--- config.mk ---
export PLATFORM = sky130hd
export DESIGN_NAME = id_stage_flat
export DESIGN_NICKNAME = d
export VERILOG_FILES = /design/src/rtl/id_stage_pkg.sv /design/src/rtl/id_stage_if.sv /design/src/rtl/id_decode.sv /design/src/rtl/id_stage.sv /design/src/flat_wrapper.sv
export SDC_FILE = /design/constraint.sdc
export NUM_CORES = 1
export LEC_CHECK = 0
export BUFFER_PORTS_ARGS = -buffer_cell sky130_fd_sc_hd__buf_4
export CORE_ASPECT_RATIO = 0.8
export CORE_MARGIN = 5
export CORE_UTILIZATION = 38
export CTS_CLUSTER_SIZE = 8
export DETAILED_ROUTE_END_ITERATION = 6
export GPL_TIMING_DRIVEN = 0
export PLACE_DENSITY_LB_ADDON = 0.3
export SLEW_MARGIN = 10
export SYNTH_ARGS = -nofsm -noshare
export SYNTH_HDL_FRONTEND = slang
export SYNTH_SLANG_ARGS = --single-unit
--- constraint.sdc ---
create_clock -name d_clk -period 2.7 [get_ports d_clk]
set_input_delay 0.27 -clock d_clk [delete_from_list [all_inputs] [get_ports d_clk]]
set_output_delay 0.27 -clock d_clk [all_outputs]
set_load 0.01 [all_outputs]
--- src/rtl/id_stage_pkg.sv ---
// Shared constants for the decode stage: ALU funct codes, MIPS opcodes and R-type funct fields.
package id_stage_pkg;

  localparam logic [4:0] FUNCT_ADD  = 5'd0;
  localparam logic [4:0] FUNCT_SUB  = 5'd1;
  localparam logic [4:0] FUNCT_AND  = 5'd2;
  localparam logic [4:0] FUNCT_OR   = 5'd3;
  localparam logic [4:0] FUNCT_XOR  = 5'd4;
  localparam logic [4:0] FUNCT_SLT  = 5'd5;
  localparam logic [4:0] FUNCT_SLTU = 5'd6;
  localparam logic [4:0] FUNCT_SLL  = 5'd7;
  localparam logic [4:0] FUNCT_SRL  = 5'd8;
  localparam logic [4:0] FUNCT_SRA  = 5'd9;
  localparam logic [4:0] FUNCT_EQ   = 5'd10;
  localparam logic [4:0] FUNCT_NEQ  = 5'd11;
  localparam logic [4:0] FUNCT_GE   = 5'd12;
  localparam logic [4:0] FUNCT_GEU  = 5'd13;
  localparam logic [4:0] FUNCT_ADDU = 5'd14;
  localparam logic [4:0] FUNCT_BEQ  = 5'd15;
  localparam logic [4:0] FUNCT_BNE  = 5'd16;

  localparam logic [5:0] OP_RTYPE = 6'h00;
  localparam logic [5:0] OP_BEQ   = 6'h04;
  localparam logic [5:0] OP_BNE   = 6'h05;
  localparam logic [5:0] OP_ADDI  = 6'h08;
  localparam logic [5:0] OP_ADDIU = 6'h09;
  localparam logic [5:0] OP_SLTI  = 6'h0A;
  localparam logic [5:0] OP_SLTIU = 6'h0B;
  localparam logic [5:0] OP_LW    = 6'h23;
  localparam logic [5:0] OP_SW    = 6'h2B;

  localparam logic [5:0] RF_SLL  = 6'h00;
  localparam logic [5:0] RF_SRL  = 6'h02;
  localparam logic [5:0] RF_SRA  = 6'h03;
  localparam logic [5:0] RF_ADD  = 6'h20;
  localparam logic [5:0] RF_ADDU = 6'h21;
  localparam logic [5:0] RF_SUB  = 6'h22;
  localparam logic [5:0] RF_SUBU = 6'h23;
  localparam logic [5:0] RF_AND  = 6'h24;
  localparam logic [5:0] RF_OR   = 6'h25;
  localparam logic [5:0] RF_XOR  = 6'h26;
  localparam logic [5:0] RF_SLT  = 6'h2A;
  localparam logic [5:0] RF_SLTU = 6'h2B;

endpackage

--- src/rtl/id_stage_if.sv ---
// ID/EX issue bus: decode stage drives (master), EX stage consumes (slave).
interface id_stage_if #(
    parameter int DWIDTH    = 32,
    parameter int PC_WIDTH  = 32,
    parameter int IMM_WIDTH = 16
);
    logic                 d_o_valid;
    logic [4:0]           d_o_funct;
    logic                 d_o_alu_src;
    logic [IMM_WIDTH-1:0] d_o_imm;
    logic [DWIDTH-1:0]    d_o_data_rs;
    logic [DWIDTH-1:0]    d_o_data_rt;
    logic [PC_WIDTH-1:0]  d_o_pc;
    logic [4:0]           d_o_rd_addr;
    logic                 d_o_reg_write;
    logic                 d_o_mem_read;
    logic                 d_o_mem_write;
    logic                 d_o_illegal;

    modport master (
        output d_o_valid, d_o_funct, d_o_alu_src, d_o_imm, d_o_data_rs, d_o_data_rt,
               d_o_pc, d_o_rd_addr, d_o_reg_write, d_o_mem_read, d_o_mem_write, d_o_illegal
    );
    modport slave (
        input  d_o_valid, d_o_funct, d_o_alu_src, d_o_imm, d_o_data_rs, d_o_data_rt,
               d_o_pc, d_o_rd_addr, d_o_reg_write, d_o_mem_read, d_o_mem_write, d_o_illegal
    );
endinterface

--- src/rtl/id_decode.sv ---
// Pure combinational MIPS decoder: instruction word to ALU/memory/writeback controls.
module id_decode
    import id_stage_pkg::*;
(
    input  logic [31:0] instr,
    output logic [4:0]  funct,
    output logic        alu_src,
    output logic [15:0] imm,
    output logic [4:0]  rd,
    output logic        reg_write,
    output logic        mem_read,
    output logic        mem_write,
    output logic        illegal,
    output logic        uses_rt,
    output logic        swap_for_shift
);
    logic [5:0] opcode, rfunct;
    logic       has_dst;

    assign opcode = instr[31:26];
    assign rfunct = instr[5:0];

    always_comb begin
        funct          = FUNCT_ADD;
        alu_src        = 1'b0;
        imm            = instr[15:0];
        rd             = instr[20:16];
        has_dst        = 1'b0;
        mem_read       = 1'b0;
        mem_write      = 1'b0;
        illegal        = 1'b0;
        uses_rt        = 1'b0;
        swap_for_shift = 1'b0;
        case (opcode)
            OP_RTYPE: begin
                rd      = instr[15:11];
                has_dst = 1'b1;
                uses_rt = 1'b1;
                case (rfunct)
                    RF_ADD:          funct = FUNCT_ADD;
                    RF_ADDU:         funct = FUNCT_ADDU;
                    RF_SUB, RF_SUBU: funct = FUNCT_SUB;
                    RF_AND:          funct = FUNCT_AND;
                    RF_OR:           funct = FUNCT_OR;
                    RF_XOR:          funct = FUNCT_XOR;
                    RF_SLT:          funct = FUNCT_SLT;
                    RF_SLTU:         funct = FUNCT_SLTU;
                    RF_SLL, RF_SRL, RF_SRA: begin
                        // Shift value travels on the rs lane, shamt rides the immediate
                        funct          = (rfunct == RF_SLL) ? FUNCT_SLL :
                                         (rfunct == RF_SRL) ? FUNCT_SRL : FUNCT_SRA;
                        alu_src        = 1'b1;
                        imm            = {11'b0, instr[10:6]};
                        swap_for_shift = 1'b1;
                    end
                    default:         illegal = 1'b1;
                endcase
            end
            OP_ADDI:  begin funct = FUNCT_ADD;  alu_src = 1'b1; has_dst = 1'b1; end
            OP_ADDIU: begin funct = FUNCT_ADDU; alu_src = 1'b1; has_dst = 1'b1; end
            OP_SLTI:  begin funct = FUNCT_SLT;  alu_src = 1'b1; has_dst = 1'b1; end
            OP_SLTIU: begin funct = FUNCT_SLTU; alu_src = 1'b1; has_dst = 1'b1; end
            OP_LW:    begin alu_src = 1'b1; has_dst = 1'b1; mem_read = 1'b1; end
            OP_SW:    begin alu_src = 1'b1; mem_write = 1'b1; uses_rt = 1'b1; end
            OP_BEQ:   begin funct = FUNCT_BEQ; uses_rt = 1'b1; end
            OP_BNE:   begin funct = FUNCT_BNE; uses_rt = 1'b1; end
            default:  illegal = 1'b1;
        endcase
        reg_write = has_dst && (rd != 5'd0) && !illegal;
    end
endmodule

--- src/rtl/id_stage.sv ---
// Decode stage: load-use hazard detection and the ID/EX pipeline register.
module id_stage
    import id_stage_pkg::*;
#(
    parameter int DWIDTH    = 32,
    parameter int PC_WIDTH  = 32,
    parameter int IMM_WIDTH = 16
) (
    input  logic                d_clk,
    input  logic                d_rst,
    input  logic                d_i_valid,
    input  logic [31:0]         d_i_instr,
    input  logic [PC_WIDTH-1:0] d_i_pc,
    input  logic [DWIDTH-1:0]   d_i_data_rs,
    input  logic [DWIDTH-1:0]   d_i_data_rt,
    input  logic                d_i_flush,
    input  logic                d_i_stall_ext,
    output logic [4:0]          d_o_rs_addr,
    output logic [4:0]          d_o_rt_addr,
    output logic                d_o_stall,
    id_stage_if.master          ex
);
    logic [4:0]  dec_funct, dec_rd;
    logic [15:0] dec_imm;
    logic        dec_alu_src, dec_reg_write, dec_mem_read, dec_mem_write;
    logic        dec_illegal, dec_uses_rt, dec_swap;
    logic        hazard;

    id_decode u_dec (
        .instr          (d_i_instr),
        .funct          (dec_funct),
        .alu_src        (dec_alu_src),
        .imm            (dec_imm),
        .rd             (dec_rd),
        .reg_write      (dec_reg_write),
        .mem_read       (dec_mem_read),
        .mem_write      (dec_mem_write),
        .illegal        (dec_illegal),
        .uses_rt        (dec_uses_rt),
        .swap_for_shift (dec_swap)
    );

    assign d_o_rs_addr = d_i_instr[25:21];
    assign d_o_rt_addr = d_i_instr[20:16];

    assign hazard = d_i_valid && ex.d_o_valid && ex.d_o_mem_read && (ex.d_o_rd_addr != 5'd0) &&
                    ((ex.d_o_rd_addr == d_o_rs_addr) ||
                     (dec_uses_rt && (ex.d_o_rd_addr == d_o_rt_addr)));
    assign d_o_stall = hazard || d_i_stall_ext;

    // Bubbles only clear the control bits; data fields keep stale values
    always_ff @(posedge d_clk) begin
        if (d_rst) begin
            ex.d_o_valid     <= 1'b0;
            ex.d_o_funct     <= '0;
            ex.d_o_alu_src   <= 1'b0;
            ex.d_o_imm       <= '0;
            ex.d_o_data_rs   <= '0;
            ex.d_o_data_rt   <= '0;
            ex.d_o_pc        <= '0;
            ex.d_o_rd_addr   <= '0;
            ex.d_o_reg_write <= 1'b0;
            ex.d_o_mem_read  <= 1'b0;
            ex.d_o_mem_write <= 1'b0;
            ex.d_o_illegal   <= 1'b0;
        end else if (d_i_stall_ext && !d_i_flush) begin
            ex.d_o_illegal   <= 1'b0;
        end else if (d_i_flush || hazard || !d_i_valid || dec_illegal) begin
            ex.d_o_valid     <= 1'b0;
            ex.d_o_reg_write <= 1'b0;
            ex.d_o_mem_read  <= 1'b0;
            ex.d_o_mem_write <= 1'b0;
            ex.d_o_illegal   <= !d_i_flush && !hazard && d_i_valid && dec_illegal;
        end else begin
            ex.d_o_valid     <= 1'b1;
            ex.d_o_funct     <= dec_funct;
            ex.d_o_alu_src   <= dec_alu_src;
            ex.d_o_imm       <= IMM_WIDTH'(dec_imm);
            ex.d_o_data_rs   <= dec_swap ? d_i_data_rt : d_i_data_rs;
            ex.d_o_data_rt   <= d_i_data_rt;
            ex.d_o_pc        <= d_i_pc + PC_WIDTH'(4);
            ex.d_o_rd_addr   <= dec_rd;
            ex.d_o_reg_write <= dec_reg_write;
            ex.d_o_mem_read  <= dec_mem_read;
            ex.d_o_mem_write <= dec_mem_write;
            ex.d_o_illegal   <= 1'b0;
        end
    end
endmodule
--- src/flat_wrapper.sv ---
// flat-port wrapper written by rule: the top's interface ports become plain ports
module id_stage_flat import id_stage_pkg::*;
#(
    parameter int DWIDTH    = 32,
    parameter int PC_WIDTH  = 32,
    parameter int IMM_WIDTH = 16
)
  (d_clk, d_rst, d_i_valid, d_i_instr, d_i_pc, d_i_data_rs, d_i_data_rt, d_i_flush, d_i_stall_ext, d_o_rs_addr, d_o_rt_addr, d_o_stall, ex_d_o_valid, ex_d_o_funct, ex_d_o_alu_src, ex_d_o_imm, ex_d_o_data_rs, ex_d_o_data_rt, ex_d_o_pc, ex_d_o_rd_addr, ex_d_o_reg_write, ex_d_o_mem_read, ex_d_o_mem_write, ex_d_o_illegal);
  id_stage_if #(.DWIDTH(DWIDTH), .PC_WIDTH(PC_WIDTH), .IMM_WIDTH(IMM_WIDTH)) ex_i ();
  input  logic d_clk;
  input  logic d_rst;
  input  logic d_i_valid;
  input  logic [31:0] d_i_instr;
  input  logic [PC_WIDTH-1:0] d_i_pc;
  input  logic [DWIDTH-1:0] d_i_data_rs;
  input  logic [DWIDTH-1:0] d_i_data_rt;
  input  logic d_i_flush;
  input  logic d_i_stall_ext;
  output logic [4:0] d_o_rs_addr;
  output logic [4:0] d_o_rt_addr;
  output logic d_o_stall;
  output wire logic [$bits(ex_i.d_o_valid)-1:0] ex_d_o_valid;
  output wire logic [$bits(ex_i.d_o_funct)-1:0] ex_d_o_funct;
  output wire logic [$bits(ex_i.d_o_alu_src)-1:0] ex_d_o_alu_src;
  output wire logic [$bits(ex_i.d_o_imm)-1:0] ex_d_o_imm;
  output wire logic [$bits(ex_i.d_o_data_rs)-1:0] ex_d_o_data_rs;
  output wire logic [$bits(ex_i.d_o_data_rt)-1:0] ex_d_o_data_rt;
  output wire logic [$bits(ex_i.d_o_pc)-1:0] ex_d_o_pc;
  output wire logic [$bits(ex_i.d_o_rd_addr)-1:0] ex_d_o_rd_addr;
  output wire logic [$bits(ex_i.d_o_reg_write)-1:0] ex_d_o_reg_write;
  output wire logic [$bits(ex_i.d_o_mem_read)-1:0] ex_d_o_mem_read;
  output wire logic [$bits(ex_i.d_o_mem_write)-1:0] ex_d_o_mem_write;
  output wire logic [$bits(ex_i.d_o_illegal)-1:0] ex_d_o_illegal;
  assign ex_d_o_valid = ex_i.d_o_valid;
  assign ex_d_o_funct = ex_i.d_o_funct;
  assign ex_d_o_alu_src = ex_i.d_o_alu_src;
  assign ex_d_o_imm = ex_i.d_o_imm;
  assign ex_d_o_data_rs = ex_i.d_o_data_rs;
  assign ex_d_o_data_rt = ex_i.d_o_data_rt;
  assign ex_d_o_pc = ex_i.d_o_pc;
  assign ex_d_o_rd_addr = ex_i.d_o_rd_addr;
  assign ex_d_o_reg_write = ex_i.d_o_reg_write;
  assign ex_d_o_mem_read = ex_i.d_o_mem_read;
  assign ex_d_o_mem_write = ex_i.d_o_mem_write;
  assign ex_d_o_illegal = ex_i.d_o_illegal;
  id_stage #(.DWIDTH(DWIDTH), .PC_WIDTH(PC_WIDTH), .IMM_WIDTH(IMM_WIDTH)) u_core (.d_clk(d_clk), .d_rst(d_rst), .d_i_valid(d_i_valid), .d_i_instr(d_i_instr), .d_i_pc(d_i_pc), .d_i_data_rs(d_i_data_rs), .d_i_data_rt(d_i_data_rt), .d_i_flush(d_i_flush), .d_i_stall_ext(d_i_stall_ext), .d_o_rs_addr(d_o_rs_addr), .d_o_rt_addr(d_o_rt_addr), .d_o_stall(d_o_stall), .ex(ex_i));
endmodule
# [After elaboration in Yosys (flattened, before gate mapping)]
# Index checks and enable logic that the tools add are counted.
[totals] ff_bits=128 output_inout_bits=139 word_cells=90 input_bits=133
[op_classes] muxes=21 bitwise_logic=2 reduce_logical=33 n_eq_ne=21 n_addsub=1
[op_table] operator="$eq A6 B6 Y1 const B" n=11
[op_table] operator="$add A32 B3 Y32 const B" n=1
[op_table] operator="$mux W16" n=2
[op_table] operator="$mux W32" n=1
[op_table] operator="$pmux W4 S8" n=1
[op_table] operator="$pmux W5 S6" n=1
[op_table] operator="$eq A6 B4 Y1 const B" n=4
[op_table] operator="$eq A6 B2 Y1 const B" n=2
[op_table] operator="$eq A6 B3 Y1 const B" n=2
[op_table] operator="$logic_not A6 Y1" n=2
[op_table] operator="$mux W1" n=12
[op_table] operator="$reduce_or A12 Y1" n=1
[op_table] operator="$reduce_or A6 Y1" n=2
[op_table] operator="$logic_and A1 B1 Y1" n=11
[op_table] operator="$eq A5 B5 Y1" n=2
[op_table] operator="$reduce_bool A5 Y1" n=2
[op_table] operator="$reduce_or A8 Y1" n=1
[op_table] operator="$reduce_or A3 Y1" n=2
[op_table] operator="$logic_or A1 B1 Y1" n=5
[op_table] operator="$mux W5" n=1
[op_table] operator="$logic_not A1 Y1" n=4
[op_table] operator="$mux W4" n=1
[op_table] operator="$pmux W1 S2" n=2
[op_table] operator="$reduce_or A4 Y1" n=1
[op_table] operator="3 further kinds" n=4

# [Depth between registers and ports, before layout]
# Gate-level depths: netlist (run 1).
[logic_depth] word_depth=11 mapped_depth=10 depth_no_buf=7

# [Modules after synthesis]
# A second synthesis (run 1) with hierarchy kept.
[hier_totals] cells_unflattened=779 area_unflattened_um2=7003.0
[by_module_without_submodules] mod="id_stage" seq_area_each_um2=2562.5 instances=1 area_per_inst_um2=6272.3 cells_each=672
[by_module_without_submodules] mod="id_decode" seq_area_each_um2=0.0 instances=1 area_per_inst_um2=730.7 cells_each=107

# [Worst setup path before layout (run 1)]
# OpenSTA, ideal clock, no wires.
[synth_path] kind="input to register" startpoint="input port d_i_instr[0]" endpoint="register u_core.ex.d_o_data_rt[10]" path_slack_ns=0.604 required_time_ns=2.568 t_arrival_ns=1.964 path_buffers=4 setup_ns=0.132 cell_stages=10 path_cell_list="buf_4 > and4b_1 > or4_1 > a211oi_2 > nor3b_1 > buf_2 > buf_4 > buf_2 > nand3_1 > a21oi_1"
[synth_via] elab_chain_len=7 elab_cells_between_ends=18 classes_between="eq/ne: 11; mux: 2; bitwise: 1; reduce/logical: 4"
[synth_rtl] element="start: declaration" line_no="flat_wrapper.sv:13" source="input logic [31:0] d_i_instr;"
[synth_rtl] element="$eq A6 B2 Y1, or another cell as far along" line_no="id_decode.sv:39" source="case (rfunct)"
[synth_rtl] element="$reduce_or A12 Y1 (no line) *"
[synth_rtl] element="$mux W1 *" line_no="id_decode.sv:39"
[synth_rtl] element="$pmux W1 S2 *" line_no="id_decode.sv:34" source="case (opcode)"
[synth_rtl] element="$logic_or A1 B1 Y1 *" line_no="id_stage.sv:68" source="end else if (d_i_flush || hazard || !d_i_valid || dec_illegal) begin"
[synth_rtl] element="$not A1 Y1 (no line) *"
[synth_rtl] element="$reduce_and A2 Y1 (no line) *"
[synth_rtl] element="end signal: assignment" line_no="id_stage.sv:80" source="ex.d_o_data_rt <= d_i_data_rt;"
[synth_rtl] element="end: declaration" line_no="id_stage_if.sv:21" source="output d_o_valid, d_o_funct, d_o_alu_src, d_o_imm, d_o_data_rs, d_o_data_rt,"
# Mark *: on every way between the ends. The rest lies on a longest branch, timed or not.
# A chain may end at the register's enable or synchronous reset.

# [Worst setup path in the final report (run 1)]
[layout_path] startpoint="register u_core.ex.d_o_rd_addr[0] in the netlist's numbering" endpoint="register u_core.ex.d_o_funct[4]"
[layout_via] elab_chain_len=9 elab_cells_between_ends=12 classes_between="eq/ne: 2; bitwise: 1; reduce/logical: 9"
[layout_rtl] element="start: declaration" line_no="id_stage_if.sv:22" source="d_o_pc, d_o_rd_addr, d_o_reg_write, d_o_mem_read, d_o_mem_write, d_o_illegal"
[layout_rtl] element="start signal: assignment" line_no="id_stage.sv:82" source="ex.d_o_rd_addr <= dec_rd;"
[layout_rtl] element="$eq A5 B5 Y1" line_no="id_stage.sv:48" source="(dec_uses_rt && (ex.d_o_rd_addr == d_o_rt_addr)));"
[layout_rtl] element="$logic_and A1 B1 Y1" line_no="id_stage.sv:48"
[layout_rtl] element="$logic_or A1 B1 Y1" line_no="id_stage.sv:47" source="((ex.d_o_rd_addr == d_o_rs_addr) ||"
[layout_rtl] element="$logic_and A1 B1 Y1 *" line_no="id_stage.sv:46" source="assign hazard = d_i_valid && ex.d_o_valid && ex.d_o_mem_read && (ex.d_o_rd_addr != 5'd0) &&"
[layout_rtl] element="$logic_or A1 B1 Y1 * (3 in a row)" line_no="id_stage.sv:68"
[layout_rtl] element="$not A1 Y1 (no line) *"
[layout_rtl] element="$reduce_and A2 Y1 (no line) *"
[layout_rtl] element="end signal: assignment" line_no="id_stage.sv:76" source="ex.d_o_funct <= dec_funct;"
[layout_rtl] element="end: declaration" line_no="id_stage_if.sv:21"
# Marked as above.

==> results.toml, run 1 <==
[clock_network]
cts_root_buf = "clkbuf_16"
clock_latency_ns = 0.43
cts_tree = "done"
cts_resized = 0
htree_levels = 4
clock_path_buffers = 2
numClockSinks = 128
cts_buffers = 17
path_clk_slew_ns = 0.06
cts_setup_buffers = 0
holdBufCountCts = 0

[final_layout]
drive_gt1_share_pct = 38.71
nNetsFinal = 1193
final-seq-area_sq_mm = 0.002562
area_growth_pct = 43.08
multi_input_area_sq_mm = 0.003602
num_antenna_cells = 0
fin_cells = 1297
nFillCells = 1651

[synthesis]
synthArstFlopShare_pct = 0
synthFlopType = "dfxtp_1"
synth_common_cells = "a21oi_1 (133), dfxtp_1 (128), nand2_1 (84)"
synth_warnings = 0
synth_top_cell_by_area = "dfxtp_1"
yosysMostFrequentCell = "a21oi_1"
synth_edf_count = 0
ys_seq_area_share_pct = 38.53
syn_area_sq_mm = 0.006651
synthTopCellsByArea = "dfxtp_1 (39%), a21oi_1 (10%), a311oi_2 (6.8%)"
synth_top_area_share_pct = 38.53
ys_ff_latch = 128
avgSynthCellArea_sq_um = 8.616
postSynthCellCount = 772
synth_nets = 906
ys_types = 59

[timing]
slew_violations = 0
period_minus_slack_ns = 2.547
worst-slew-pin-transition_ns = 0.8180
skew_ns = 0.005853
clock.fmax_mhz = 392.6
hold_violations = 0
fin_ws_ns = 0.1530
maxSlewHeadroom_pct = 45.24
setup_tns_ns = 0
rsz0062_at_grt = "false"
finalCritPeriodShare_pct = 94.33
setup_violations = 0

[worst_setup_path]
cp.arrival_ns = 2.90
r2r_start = "u_core.ex.d_o_rd_addr[0]"
cp-endpoint = "u_core.ex.d_o_funct[4]"
cp_max_fo = 10
reg2reg_slack_ns = 0.15
critPathKind = "reg -> reg"
cp.required_ns = 3.05
start_kind = "flop"
end_kind = "flop"
timing.rr.end = "u_core.ex.d_o_funct[4]"
reg2reg_depth = 8
worstSetupStartpoint = "u_core.ex.d_o_rd_addr[0]"

[global_routing]
grt_max_degree = 17
track_usage_pct = 24.02
antenna_found_initial = 0
grt-ovfl-total = 0
grt_pass1_wl_um = 38190
grt_pass1_vias = 6921

[floorplan]
io_pins = 272
die_h_um = 128.3
dieWidth_um = 157.9
dieArea_sq_mm = 0.02027
start_util_pct = 38.51
core_sq_mm = 0.01727
fp-row-count = 43

[detailed_routing]
routed_wl_um = 25240
firstDrtPassIters = 4
drc = 0
vias_per_cell = 5.460
wl_per_cell_um = 19.46
vias = 7081
drtIter0Drc = 393
antenna_left = 0

[placement]
dp_cells = 1265
dp.final_hpwl_um = 19430
detailedPlace.worstSlack_ns = -0.1022
io_buffers = 268
place_congestion = 0.8805

[power_and_ir_drop]
p_per_area_mw_per_mm2 = 503.2
vdd_drop_max_mv = 0.4067
p_leak_nw = 3.714
finalPower_mw = 4.789

[run_status]
outcome = "finished, final reports clean"

[job]
drv_cap = 0

[hold_path]
min_path_type = "in -> reg"
sequential cells by signal, summed over array words and instances (netlist names):
register and cells:
u_core.ex.d_o_funct 5, u_core.ex.d_o_data_rt 32, u_core.ex.d_o_reg_write 1, u_core.ex.d_o_alu_src 1, u_core.ex.d_o_mem_read 1, u_core.ex.d_o_data_rs 32
u_core.ex.d_o_rd_addr 5, u_core.ex.d_o_pc 32, u_core.ex.d_o_illegal 1, u_core.ex.d_o_imm 16, u_core.ex.d_o_mem_write 1, u_core.ex.d_o_valid 1
cells in the final DEF, fill, tap and decap left out, types with 3 or more instances in the layout:
master,count
or4_1,5
nand3_1,49
xnor2_1,20
nor3b_1,3
o21ai_1,4
nand3b_1,5
a211oi_2,31
buf_4,285
inv_6,4
nand4_1,21
clkbuf_16,17
dfxtp_1,128
o21ai_0,50
inv_1,6
clkinvlp_4,6
nor2_1,19
a211oi_1,9
a21oi_1,133
mux2i_1,5
clkbuf_1,40
nor2b_1,3
a311oi_2,30
nor3_1,15
buf_2,17
nand2_1,84
buf_6,8
a311oi_1,5
nor4_1,3
xor2_1,18
nand2b_1,4
how the worst min path moves through the flow:
stage	start	to	slack [ns]	cells after the start
floorplan	d_i_pc[2]	u_core.ex.d_o_pc[2]	0.37	1
global placement	u_core.ex.d_o_mem_write	u_core.ex.d_o_mem_write	0.44	2
detailed placement	u_core.ex.d_o_data_rt[15]	u_core.ex.d_o_data_rt[15]	0.47	2
CTS	d_i_pc[2]	u_core.ex.d_o_pc[2]	0.04	2
global route	d_i_pc[2]	u_core.ex.d_o_pc[2]	0.05	2
finish	d_i_pc[2]	u_core.ex.d_o_pc[2]	0.05	2
worst max-delay path, stage by stage (launching register included):
cell and delay (ns):
dfxtp_1 0.37, or4_1 0.59, o2111ai_1 0.34, o211a_1 0.21
buf_4 0.18, buf_4 0.20, buf_4 0.20, nand3_1 0.19
a21oi_1 0.20
cells by family (layout without fill, tap and decap cells):
logic type	after synthesis	after routing	share of synthesized area [%]
adder cells (fa/ha/maj)	1	1	0.1881
buffers and inverters	91	391	7.318
flip-flops	128	128	38.53
XOR/XNOR	38	38	5.004
multiplexers	5	5	0.7525
AND/OR/NAND/NOR	228	228	17.38
AO/OA/AOI/OAI	281	281	30.83
power by group:
group          internal (mW)  switching [mW]
Clock                   1.30           0.949
Sequential              1.91          0.0138
Combinational          0.271           0.342
through the flow:
stage / utilization [%] / cell area (sq um) / hold WS (ns)
floorplan: - / 6651 / 0.3667
global placement: 51.79 / 8945 / 0.4429
detailed placement: 51.79 / 8945 / 0.4676
CTS: 55.10 / 9515 / 0.03748
global route: 55.10 / 9517 / 0.04879
finish: 55.10 / 9517 / 0.04612
cell type report:
cell class | instances | share of cell area [%]
multi-input cells | 553 | 37.85
clock inverters | 14 | 1.380
inverters | 6 | 0.2367
clock buffers | 18 | 4.615
plain buffers | 85 | 4.891
repair buffers | 268 | 21.14
well taps | 225 | 2.958
flip-flops and latches | 128 | 26.93
per-layer routing:
metal | GRT usage, % | vias to the layer above | routed length, um
met5 | 0 | - | 0
met4 | 6.424 | 0 | 429
met3 | 6.994 | 33 | 1962
met2 | 36.84 | 259 | 11330
met1 | 33.17 | 3374 | 11510
li1 | - | 3415 | -
No activity file was read; power rests on OpenSTA's default activity.
==> run 2, diff against run 1 <==
--- a/config.mk
+++ b/config.mk
@@ -5,6 +5,7 @@
 export SDC_FILE = /design/constraint.sdc
 export NUM_CORES = 1
 export LEC_CHECK = 0
+export ABC_AREA = 1
 export BUFFER_PORTS_ARGS = -buffer_cell sky130_fd_sc_hd__buf_4
 export CORE_ASPECT_RATIO = 0.8
 export CORE_MARGIN = 5
==> results.toml, run 2 <==
[worst_setup_path]
cp_max_fo = 10
cpMaxStageDelayCell = "dfxtp_1"
slowest_delay_ns = 0.48
critPathKind = "reg -> out"
cp_common_cell = "nand2_1"
start_kind = "flop"
cp.arrival_ns = 2.22
cp_cell_sequence = "inv_1 > nand2_1 > nand2_1 > nor2_1 > nand2_1 > nor2_1 > nand2_1 > nand2_1 > nand2_1 > buf_2 > buf_2 > nand2_1 > buf_4"
end_kind = "output port"
cp.required_ns = 2.43

[clock_network]
htree_levels = 4
cts_root_buf = "clkbuf_16"
clock_latency_ns = 0.41
holdBufCountCts = 0
clock_path_buffers = 2
cts_resized = 0
cts_buffers = 17
numClockSinks = 128
cts_setup_buffers = 0
cts_tree = "done"
path_clk_slew_ns = 0.06

[synthesis]
synthTopCellsByArea = "dfxtp_1 (37%), nand2_1 (19%), nand3_1 (11%)"
synth_top_area_share_pct = 37.47
synth_top_cell_by_area = "dfxtp_1"
ys_seq_area_share_pct = 37.47
synthArstFlopShare_pct = 0
avgSynthCellArea_sq_um = 6.392
synthFlopType = "dfxtp_1"
synth_nets = 1204
syn_area_sq_mm = 0.006839
postSynthCellCount = 1070
synth_edf_count = 0
ys_ff_latch = 128
synth_warnings = 0
ys_types = 25
synth_common_cells = "nand2_1 (355), nand3_1 (151), dfxtp_1 (128)"
yosysMostFrequentCell = "nand2_1"

[power_and_ir_drop]
vdd_drop_max_mv = 0.3846
seqPwrFrac_pct = 42.3
p_per_area_mw_per_mm2 = 470.0
switchingPower_mw = 1.111
p_sw_share_pct = 24.45
p_int_mw = 3.433
p_leak_nw = 4.572
p_clk_share_pct = 45.9
combPwrFrac_pct = 11.7

[floorplan]
dieWidth_um = 160.0
start_util_pct = 39.11
dieArea_sq_mm = 0.02080
fp-row-count = 43
io_pins = 272
die_h_um = 130.0
core_sq_mm = 0.01749

[timing]
period_minus_slack_ns = 2.493
skew_ns = 0.009009
clock.fmax_mhz = 401.1
setup_tns_ns = 0
hold_violations = 0
setup_violations = 0
rsz0062_at_grt = "false"
slew_violations = 0
worst-slew-pin-transition_ns = 0.7266
maxSlewHeadroom_pct = 51.56
finalCritPeriodShare_pct = 92.35

[detailed_routing]
drtIter0Drc = 495
antenna_left = 0
vias_per_cell = 5.036
drc = 0
firstDrtPassIters = 5
vias = 8027
routed_wl_um = 26170
wl_per_cell_um = 16.41

[final_layout]
top_regs = "u_core.ex.d_o_data_rs (32), u_core.ex.d_o_data_rt (32), u_core.ex.d_o_pc (32)"
drive_gt1_share_pct = 25.93
fin_cells = 1594
nNetsFinal = 1493
area_growth_pct = 41.35
mostFrequentLayoutCells = "nand2_1 (355), buf_4 (295), nand3_1 (151)"
layout_commonest_cell = "nand2_1"
num_antenna_cells = 0

[placement]
dp_cells = 1565
dp.final_hpwl_um = 20700
io_buffers = 270
place_congestion = 0.9310

[global_routing]
grt_pass1_wl_um = 40110
antenna_found_initial = 0
grt-ovfl-total = 0
grt_max_degree = 17
track_usage_pct = 24.18
grt_pass1_vias = 7480

[hold_path]
min_path_type = "in -> reg"

[job]
drv_cap = 0

[run_status]
outcome = "finished, final reports clean"
-- run 2: cell count changes in the layout (fill, tap and decap cells not counted), moves of 8 or more --
cell,change
a211oi_2,-31
nand2_1,+271
nand3_1,+102
a211oi_1,-9
nand4_1,-8
nor2_1,+79
inv_1,+53
buf_4,+10
a311oi_2,-30
xnor2_1,-10
buf_6,-8
o21ai_0,-46
clkbuf_1,-12
a21oi_1,-8
-- run 2: cell families after synthesis --
kind of cell | Yosys count | share of synthesized area [%]
and+or+nand+nor | 647 | 40.01
buffers and inverters | 137 | 9.331
AOI/OAI and AO/OA | 130 | 9.550
DFF | 128 | 37.47
xor gates and xnor gates | 27 | 3.458
adders and majority gates | 1 | 0.1829
-- run 2: cell type report --
type	instances	area, sq um
buffer	76	409.1
timing repair buffer	270	2027
clock buffer	22	454.2
multi-input combinational	805	3638
fill	1784	7819
clock inverter	7	65.06
tap	225	281.5
inverter	61	229.0
sequential	128	2562
-- run 2: worst paths after layout --
path | startpoint | endpoint | slack, ns | cells after the start
setup / recovery | u_core.ex.d_o_rd_addr[1] | d_o_stall | 0.21 | 13
hold / removal | d_i_pc[0] | u_core.ex.d_o_pc[0] | 0.14 | 3
setup reg to reg | u_core.ex.d_o_rd_addr[1] | u_core.ex.d_o_imm[7] | 0.39 | 13
hold reg to reg | u_core.ex.d_o_data_rs[15] | u_core.ex.d_o_data_rs[15] | 0.46 | 2
-- run 2: critical path, delay by kind of cell, from the launching register on --
kind                   cells  cell delay [ns]
buffers and inverters      4             0.63
DFF                        1             0.48
and+or+nand+nor            9             0.70
-- run 2: per-stage QoR --
stage          worst slack (ns)  power, mW  utilization (%)  hold WS [ns]  cell area (sq um)
5_1_grt                 0.01956      4.726            55.28        0.1418               9667
2_1_floorplan             1.000      2.191                -        0.4179               6839
3_5_place_dp             0.3502      2.494            52.31        0.4538               9148
3_3_place_gp             0.3430      2.492            52.31        0.4491               9148
6_report                 0.2066      4.544            55.28        0.1437               9667
4_1_cts                  0.2022      4.583            55.28        0.1222               9667
-- run 2: metal layers --
layer,track usage [%],part of all wire (%),up-vias
met5,0,0,-
met4,6.120,1.3,0
met3,8.525,10,24
met2,38.16,44,351
met1,31.91,45,3629
li1,-,-,4023
-- run 2: power by group through the flow --
stage | Combinational [mW] | Clock, mW | Sequential (mW)
finish | 0.533 | 2.09 | 1.92
global route | 0.586 | 2.22 | 1.93
CTS | 0.532 | 2.13 | 1.92
detailed placement | 0.530 | 0 | 1.96
global placement | 0.528 | 0 | 1.96
floorplan | 0.218 | 0 | 1.97
==> run 3, diff against run 2 <==
--- a/config.mk
+++ b/config.mk
@@ -8,7 +8,7 @@
 export ABC_AREA = 1
 export BUFFER_PORTS_ARGS = -buffer_cell sky130_fd_sc_hd__buf_4
 export CORE_ASPECT_RATIO = 0.8
-export CORE_MARGIN = 5
+export CORE_MARGIN = 2
 export CORE_UTILIZATION = 38
 export CTS_CLUSTER_SIZE = 8
 export DETAILED_ROUTE_END_ITERATION = 6
==> results.toml, run 3 (synthesized netlist as in run 2, its figures left out) <==
[placement]
place_area_sq_mm = 0.009148
dp.final_hpwl_um = 19620
dp_cells = 1565
place_congestion = 0.9298
io_buffers = 270

[floorplan]
io_pins = 272
die_h_um = 124.0
core_sq_mm = 0.01749
dieArea_sq_mm = 0.01909
start_util_pct = 39.11
dieWidth_um = 154.0
fp-row-count = 43

[global_routing]
track_usage_pct = 25.77
grt_pass1_vias = 7368
grt_max_degree = 17
grt-ovfl-total = 0
grt_pass1_wl_um = 38310
antenna_found_initial = 0

[timing]
slew_violations = 0
worst-slew-pin-transition_ns = 0.7164
rsz0062_at_grt = "false"
maxSlewHeadroom_pct = 52.24
skew_ns = 0.01218
whs_ns = 0.1329
setup_violations = 0
clock.fmax_mhz = 404.3
setup_tns_ns = 0
finalCritPeriodShare_pct = 91.61
hold_violations = 0
period_minus_slack_ns = 2.474

[power_and_ir_drop]
vdd_drop_max_mv = 0.3735
p_leak_nw = 4.624
p_per_area_mw_per_mm2 = 499.4
finalPower_mw = 4.875

[worst_setup_path]
end_kind = "output port"
cp_max_fo = 10
cp.arrival_ns = 2.20
start_kind = "flop"
cp.required_ns = 2.43
critPathKind = "reg -> out"

[detailed_routing]
antenna_left = 0
wl_per_cell_um = 15.88
firstDrtPassIters = 5
drc = 0
drtIter0Drc = 540
routed_wl_um = 25370
vias_per_cell = 5.000
vias = 7985

[clock_network]
clock_latency_ns = 0.42
clock_path_buffers = 2
cts_resized = 0
holdBufCountCts = 0
path_clk_slew_ns = 0.06
numClockSinks = 128
cts_root_buf = "clkbuf_16"
cts_buffers = 17
htree_levels = 4
cts_tree = "done"
cts_setup_buffers = 0

[hold_path]
min_path_type = "in -> reg"

[final_layout]
top_regs = "u_core.ex.d_o_data_rs (32), u_core.ex.d_o_data_rt (32), u_core.ex.d_o_pc (32)"
num_antenna_cells = 0
nNetsFinal = 1493
mostFrequentLayoutCells = "nand2_1 (355), buf_4 (295), nand3_1 (151)"
design_area_sq_mm = 0.009762
drive_gt1_share_pct = 26.38
area_growth_pct = 42.74
fin_cells = 1597
layout_commonest_cell = "nand2_1"

[run_status]
outcome = "finished, final reports clean"

[job]
drv_cap = 0
-- run 3: worst paths after layout --
path	start	to	slack, ns	cells after the start
setup / recovery	u_core.ex.d_o_rd_addr[1]	d_o_stall	0.23	12
hold / removal	d_i_pc[1]	u_core.ex.d_o_pc[1]	0.13	3
setup reg to reg	u_core.ex.d_o_rd_addr[1]	u_core.ex.d_o_imm[7]	0.43	13
hold reg to reg	u_core.ex.d_o_data_rs[12]	u_core.ex.d_o_data_rs[12]	0.46	2
-- run 3: metal layers --
| layer | wire length (um) | GRT usage, % |
|---|---|---|
| met5 | 0 | 0 |
| met4 | 351 | 7.185 |
| met3 | 2374 | 7.724 |
| met2 | 11250 | 40.36 |
| met1 | 11390 | 34.70 |
-- run 3: cell type report --
type	instances	area [sq um]
sequential	128	2562
tap	225	281.5
timing repair buffer	270	2027
buffer	76	409.1
clock inverter	13	161.4
fill	1768	7724
inverter	61	229.0
clock buffer	19	452.9
multi-input combinational	805	3638
-- run 3: where the power goes --
part | internal [mW] | total, mW | switching [mW]
Combinational | 0.255 | 0.533 | 0.278
Sequential | 1.91 | 1.92 | 0.0130
Clock | 1.50 | 2.42 | 0.916
-- run 3: per-stage QoR --
stage	utilization, %	setup slack [ns]
6_report	55.83	0.2264
5_1_grt	55.83	0.02536
4_1_cts	55.83	0.2059
3_5_place_dp	52.31	0.3391
3_3_place_gp	52.31	0.4174
2_1_floorplan	-	1.000
-- run 3: critical path, stage by stage, from the launching register on --
cell and delay (ns):
dfxtp_1 0.47, nand2_1 0.09, nand2_1 0.07, nor2_1 0.04, nand2_1 0.05, nor2_1 0.04
nand2_1 0.06, nand2_1 0.05, nand2_1 0.14, buf_2 0.26, buf_2 0.27, nand2_1 0.10
buf_4 0.16
